$ cat src/rtl/baud_rate_generator_if.sv
// UART strobe bundle: bit-rate and oversampling strobes.
// Produced by baud_rate_generator, consumed by uart_tx / uart_rx.
interface baud_rate_generator_if;
  logic tx_clk;
  logic rx_clk;

  modport master (
    output tx_clk,
    output rx_clk
  );

  modport slave (
    input tx_clk,
    input rx_clk
  );
endinterface

$ cat src/rtl/baud_rate_generator.sv
// UART strobe generator: rx_clk every RX_DIV clks,
// tx_clk every RX_DIV*OVERSAMPLE clks, phase-locked to rx_clk.
module baud_rate_generator #(
  parameter int CLK_FREQ   = 50_000_000,
  parameter int BAUD_RATE  = 115_200,
  parameter int OVERSAMPLE = 16
) (
  input  logic                   clk,
  input  logic                   rst_n,
  baud_rate_generator_if.master  baud
);

  localparam int OS_RATE = BAUD_RATE * OVERSAMPLE;
  localparam int RX_DIV  = (CLK_FREQ + OS_RATE / 2) / OS_RATE;

  localparam int DW = (RX_DIV > 1) ? $clog2(RX_DIV) : 1;
  localparam int OW = (OVERSAMPLE > 1) ? $clog2(OVERSAMPLE) : 1;

  localparam logic [DW-1:0] DIV_MAX = DW'(RX_DIV - 1);
  localparam logic [OW-1:0] OS_MAX  = OW'(OVERSAMPLE - 1);

  // Achieved baud rate, for the 2% error warning
  localparam int ACTUAL = CLK_FREQ / ((RX_DIV > 0 ? RX_DIV : 1) * OVERSAMPLE);
  localparam int DIFF   = (ACTUAL > BAUD_RATE) ? ACTUAL - BAUD_RATE
                                               : BAUD_RATE - ACTUAL;

  if (RX_DIV < 2 || OVERSAMPLE < 2) begin : g_bad_div
    $error("baud_rate_generator: RX_DIV=%0d OVERSAMPLE=%0d, both must be >= 2",
           RX_DIV, OVERSAMPLE);
  end

  if (DIFF * 50 > BAUD_RATE) begin : g_baud_err
    $warning("baud_rate_generator: baud error above 2%% (%0d vs %0d)",
             ACTUAL, BAUD_RATE);
  end

  logic [DW-1:0] div_cnt;
  logic [OW-1:0] os_cnt;
  logic          rx_q;
  logic          tx_q;
  logic          div_wrap;
  logic          os_wrap;

  assign div_wrap = (div_cnt == DIV_MAX);
  assign os_wrap  = (os_cnt == OS_MAX);

  always_ff @(posedge clk or negedge rst_n) begin
    if (!rst_n) begin
      div_cnt <= '0;
      os_cnt  <= '0;
      rx_q    <= 1'b0;
      tx_q    <= 1'b0;
    end else begin
      rx_q <= div_wrap;
      tx_q <= div_wrap && os_wrap;
      if (div_wrap) begin
        div_cnt <= '0;
        os_cnt  <= os_wrap ? '0 : os_cnt + 1'b1;
      end else begin
        div_cnt <= div_cnt + 1'b1;
      end
    end
  end

  assign baud.rx_clk = rx_q;
  assign baud.tx_clk = tx_q;

endmodule

$ cat src/flat_wrapper.sv
// flat-port wrapper written by rule: the top's interface ports become plain ports
module baud_rate_generator_flat 
#(
  parameter int CLK_FREQ   = 50_000_000,
  parameter int BAUD_RATE  = 115_200,
  parameter int OVERSAMPLE = 16
)
  (clk, rst_n, baud_tx_clk, baud_rx_clk);
  baud_rate_generator_if baud_i ();
  input  logic clk;
  input  logic rst_n;
  output wire logic [$bits(baud_i.tx_clk)-1:0] baud_tx_clk;
  output wire logic [$bits(baud_i.rx_clk)-1:0] baud_rx_clk;
  assign baud_tx_clk = baud_i.tx_clk;
  assign baud_rx_clk = baud_i.rx_clk;
  baud_rate_generator #(.CLK_FREQ(CLK_FREQ), .BAUD_RATE(BAUD_RATE), .OVERSAMPLE(OVERSAMPLE)) u_core (.clk(clk), .rst_n(rst_n), .baud(baud_i));
endmodule
$ cat config.mk
export PLATFORM = sky130hd
export DESIGN_NAME = baud_rate_generator_flat
export DESIGN_NICKNAME = d
export VERILOG_FILES = /design/src/rtl/baud_rate_generator_if.sv /design/src/rtl/baud_rate_generator.sv /design/src/flat_wrapper.sv
export SDC_FILE = /design/constraint.sdc
export NUM_CORES = 1
export LEC_CHECK = 0
export BUFFER_PORTS_ARGS = -buffer_cell sky130_fd_sc_hd__buf_2
export CAP_MARGIN = 20
export CORE_AREA = 2 2 39 41
export DETAILED_ROUTE_END_ITERATION = 10
export DIE_AREA = 0 0 41 43
export GPL_ROUTABILITY_DRIVEN = 0
export GPL_TIMING_DRIVEN = 0
export RECOVER_POWER = 25
export SLEW_MARGIN = 20
export SYNTH_ARGS = -nofsm -noshare
export SYNTH_HDL_FRONTEND = slang
export SYNTH_SLANG_ARGS = --single-unit
$ cat constraint.sdc
create_clock -name clk -period 2.94 [get_ports clk]
set_clock_uncertainty 0.05 [all_clocks]
set_input_delay 0.294 -clock clk [delete_from_list [all_inputs] [get_ports clk]]
set_output_delay 0.294 -clock clk [all_outputs]
set_load 0.005 [all_outputs]
# Word-level counts from Yosys, hierarchy flattened
# Cells that the tools add are included.
# W data, S select, Z words.
[word_totals]
ff_bits = 11
latch_bits = 0
ramBits = 0
romBits = 0
inputBits = 2
output_inout_bits = 2
elab_cells = 11
n_memories = 0
[op_classes]
add_sub_neg = 2
mul = 0
n_div = 0
magnitude_cmp = 0
n_eq_ne = 2
n_shift = 0
n_mux = 2
n_bitwise = 0
reduce_logical = 1
[op_table]
columns = ["cell", "count"]
rows = [
  ["$add A5 B1 Y5 const B", 1],
  ["$eq A5 B5 Y1 const B", 1],
  ["$mux W5", 1],
  ["$add A4 B1 Y4 const B", 1],
  ["$eq A4 B4 Y1 const B", 1],
  ["$mux W4", 1],
  ["$logic_and A1 B1 Y1", 1],
]

# Longest topological paths before layout
[depth]
depth_word = 2
depth_mapped = 6
depth_no_buf = 6

# Worst setup path before layout
# OpenSTA, ideal clock, no wires.
[synth_path]
path_type = "register to register"
start = "register u_core.div_cnt[0]"
end = "register u_core.os_cnt[3]"
t_arrival_ps = 1065
required_time_ps = 2761
setup_slack_ps = 1696
stages_incl_launch_ff = 6
period_less_slack_ps = 1244
cell_sequence = "dfrtp_1 > inv_1 > ha_1 > nand4b_4 > o31ai_1 > o21ai_1"
[synth_via]
elab_chain_cells = 1
[synth_lines]
columns = ["item", "line_no", "rtl"]
rows = [
  ["start: declaration", "baud_rate_generator.sv:37", "logic [DW-1:0] div_cnt;"],
  ["start signal: assignment", "baud_rate_generator.sv:60", "div_cnt <= div_cnt + 1'b1;"],
  ["$eq A5 B5 Y1", "baud_rate_generator.sv:44", "assign div_wrap = (div_cnt == DIV_MAX);"],
  ["end signal: assignment", "baud_rate_generator.sv:58", "os_cnt <= os_wrap ? '0 : os_cnt + 1'b1;"],
  ["end: declaration", "baud_rate_generator.sv:38", "logic [OW-1:0] os_cnt;"],
]
# Every way passes these cells.
# A chain may end at the register's enable or synchronous reset.

# Worst setup path in the final report
[layout_path]
start = "register u_core.div_cnt[0]"
end = "register u_core.os_cnt[2]"
[layout_via]
elab_chain_cells = 1
[layout_lines]
columns = ["item", "line_no", "rtl"]
rows = [
  ["$eq A5 B5 Y1", "baud_rate_generator.sv:44", ""],
  ["named net u_core.div_wrap", "baud_rate_generator.sv:41", "logic div_wrap;"],
]
# The timed path passes the listed nets, and every way through them passes these cells.

==> summary.txt <==
CTS
  – Post-CTS Hold Fix Bufs: 1
  – CTS tree: yes
  – Latest clock arrival within the worst-skew pair: 270 ps
  – CTS Sinks: 11
  – H-tree levels: 1
  – CTS Buf Count: 3
  – Post-cts sizing count: 0
  – Max clock buf depth: 2
  – Post-CTS Setup Inserts: 0
  – Clock Tree Root: clkbuf_4
  – Clock transition time at the flip-flop clock pins of the worst setup and hold paths: 70 ps

Die
  – Core Box Area: 0.00138 mm²
  – Ports: 4
  – Chip width: 41 µm
  – Initial core utilization: 0.349
  – Die area: 0.00176 mm²
  – Die Ht: 43 µm
  – Row count: 14

Hold path
  – Hold_sp: u_core.div_cnt[0]$_DFF_PN0_
  – Worst Hold Path Cells: 1
  – Worst min-delay path class: register to register

Routing
  – Drt first pass iters: 4
  – WL final: 830 µm
  – DRC: 0
  – Wirelength per Cell: 12.4 µm
  – Total number of vias: 329
  – Antenna-violating nets left: 0
  – First DRT Iteration DRCs: 4
  – DR vias/cell: 4.91

Place
  – Placed cells: 62
  – PortBufs: 3
  – DP HPWL: 580 µm
  – Pre-CTS setup slack: 1590 ps
  – Post-Place Cell Area: 518 µm²

Critical path
  – Worst path bufs/invs: 2
  – CP Max Fanout: 9
  – Cell count of the worst reg-to-reg path: 6
  – Crit end category: register
  – Worst Setup Start Kind: register
  – Launch point of the worst path: u_core.div_cnt[0]$_DFF_PN0_
  – Worst-path cell chain: inv_1 > ha_1 > nand4b_4 > clkinv_2 > nand2_1 > xnor2_1
  – Reg-to-reg critical path startpoint: u_core.div_cnt[0]$_DFF_PN0_
  – Worst path slowest cell: dfrtp_1
  – Worst path depth: 6
  – Crit-path leading delay family: flip-flops
  – Worst EP required: 3050 ps
  – WP data arrival: 1460 ps
  – Max incr delay on CP: 410 ps
  – Worst R2R Setup Slack: 1590 ps
  – WS Path Type: register to register

Synth
  – Post-synth top area share: 0.570
  – Mean area per synthesized cell: 11.2 µm²
  – Number of synthesized register bits: 11
  – Ranking of synthesized cells by area: dfrtp_1 57%, ha_1 7.8%, nand2_1 5.4%, nand4b_4 4.9%, nor2_1 3.9%
  – Number of flops mapped to enable cells by yosys: 0
  – Syn Nets: 48
  – Top_reg_cell synth: dfrtp_1
  – Post-Syn Instances: 43
  – Ys Warns: 0
  – Seq/Total Area, Yosys: 0.570
  – Top-count cell post-synth: dfrtp_1
  – Cell area after synthesis: 483 µm²
  – Post-synth top area cell: dfrtp_1
  – Most frequent cells after synthesis: 11 x dfrtp_1, 7 x nand2_1, 5 x nor2_1, 3 x ha_1
  – Share of synthesized flip-flops with an asynchronous set or reset: 1.00
  – Synth unique cells: 17

STA
  – RSZ-0062 raised after global routing: no
  – Setup TNS: 0 ps
  – Min Hold Slack: 444 ps
  – Final Hold Viols: 0
  – Setup violators final: 0
  – Slew Limit Fails: 0
  – Final Critical Period: 1350 ps
  – Final worst setup slack: 1590 ps
  – Worst slew pin tran: 593 ps
  – Period utilisation layout: 0.460
  – Slew HR: 0.605
  – F_max: 0.740 GHz

Pwr
  – Pwr/cell area: 472 mW/mm²
  – Peak supply drop: 161 µV
  – Leak: 0.249 nW

Job
  – Max_cap viols: 0

Run status
  – Status: finished clean

Layout
  – Final instance area: 553 µm²
  – Fraction of layout instances using a drive strength above 1: 0.137
  – Diode count: 0
  – Non-filler cells, final: 67
  – Area grow syn2layout: 14.5%
  – Nets@finish: 57

Global route
  – Initial antenna violation count: 0
  – All-Layer GR Usage: 0.127
  – Aggregate global routing overflow: 0
  – Vias in the first global route: 332
  – First-pass GRT wire length: 1420 µm
  – Largest net degree at the start of global routing: 12
==> sequential cells by signal, summed over array words and instances (netlist names) <==
name and flops:
u_core.div_cnt 5, u_core.os_cnt 4, u_core.baud.tx_clk 1, u_core.baud.rx_clk 1
==> per-stage QoR <==
stage	power, mW	utilization
after detailed placement	0.158	0.374
after global placement	0.158	0.374
after CTS	0.262	0.401
after global routing	0.274	0.400
after floorplan	0.154	-
final	0.261	0.400
==> final cells by class <==
class	count	area [µm²]
fillers	151	831
flip-flops and latches	11	275
multi-input cells	29	195
clock buffers	4	26.3
repair buffers	4	23.8
well taps	16	20.0
inverters	3	12.5
==> final timing paths <==
| check | to |
|---|---|
| setup / recovery | u_core.os_cnt[2]$_DFFE_PN0N_ |
| hold / removal | u_core.div_cnt[0]$_DFF_PN0_ |
| setup reg to reg | u_core.os_cnt[2]$_DFFE_PN0N_ |
| hold reg to reg | u_core.div_cnt[0]$_DFF_PN0_ |
| max in group asynchronous | u_core.div_cnt[1]$_DFF_PN0_ |
| min in group asynchronous | u_core.os_cnt[0]$_DFFE_PN0N_ |
==> logic make-up after synthesis <==
| kind of cell | Yosys count | synth area share |
|---|---|---|
| adders and majority gates | 3 | 0.0777 |
| AOI/OAI and AO/OA | 6 | 0.0751 |
| DFF | 11 | 0.570 |
| buffers and inverters | 3 | 0.0259 |
| muxes | 1 | 0.0207 |
| xor gates and xnor gates | 3 | 0.0544 |
| and+or+nand+nor | 16 | 0.176 |
==> routing by layer <==
layer | vias up | share of wire | wire (µm) | GRT usage
met5 | - | 0 | 0 | 0
met2 | 10 | 0.45 | 376 | 0.163
met1 | 154 | 0.47 | 394 | 0.173
met4 | 0 | 0.028 | 23 | 0.0800
met3 | 4 | 0.042 | 35 | 0.0471
li1 | 161 | - | - | -
==> worst reg2reg max path: cells and delay by family, from the launching register on <==
family / cells / cell delay (ps)
flip-flops: 1 / 410
AND/OR/NAND/NOR: 2 / 230
buffers and inverters: 2 / 220
adder cells (fa/ha/maj): 1 / 210
XOR/XNOR: 1 / 120
==> power breakdown <==
| group | total, mW | switching (mW) | internal [mW] | leakage, nW |
|---|---|---|---|---|
| combinational | 0.00412 | 0.00297 | 0.00115 | 0.101 |
| sequential | 0.151 | 0 | 0.151 | 0.133 |
| clock | 0.106 | 0.0530 | 0.0526 | 0.0150 |
==> layout by cell type (no fill, tap or decap) <==
cell,instances
dfrtp_1,11
nand2_1,7
nor2_1,5
ha_1,3
clkbuf_4,3
nand3_1,2
xnor2_1,2
inv_1,2
o21ai_1,2
clkbuf_1,2
buf_2,2
nand4b_4,1
clkinv_2,1
xor2_1,1
o21ai_0,1
mux2i_1,1
a22o_1,1
nand4_1,1
a21oi_1,1
o31ai_1,1
dlygate4sd3_1,1
Power figures use the tool's default switching activity.
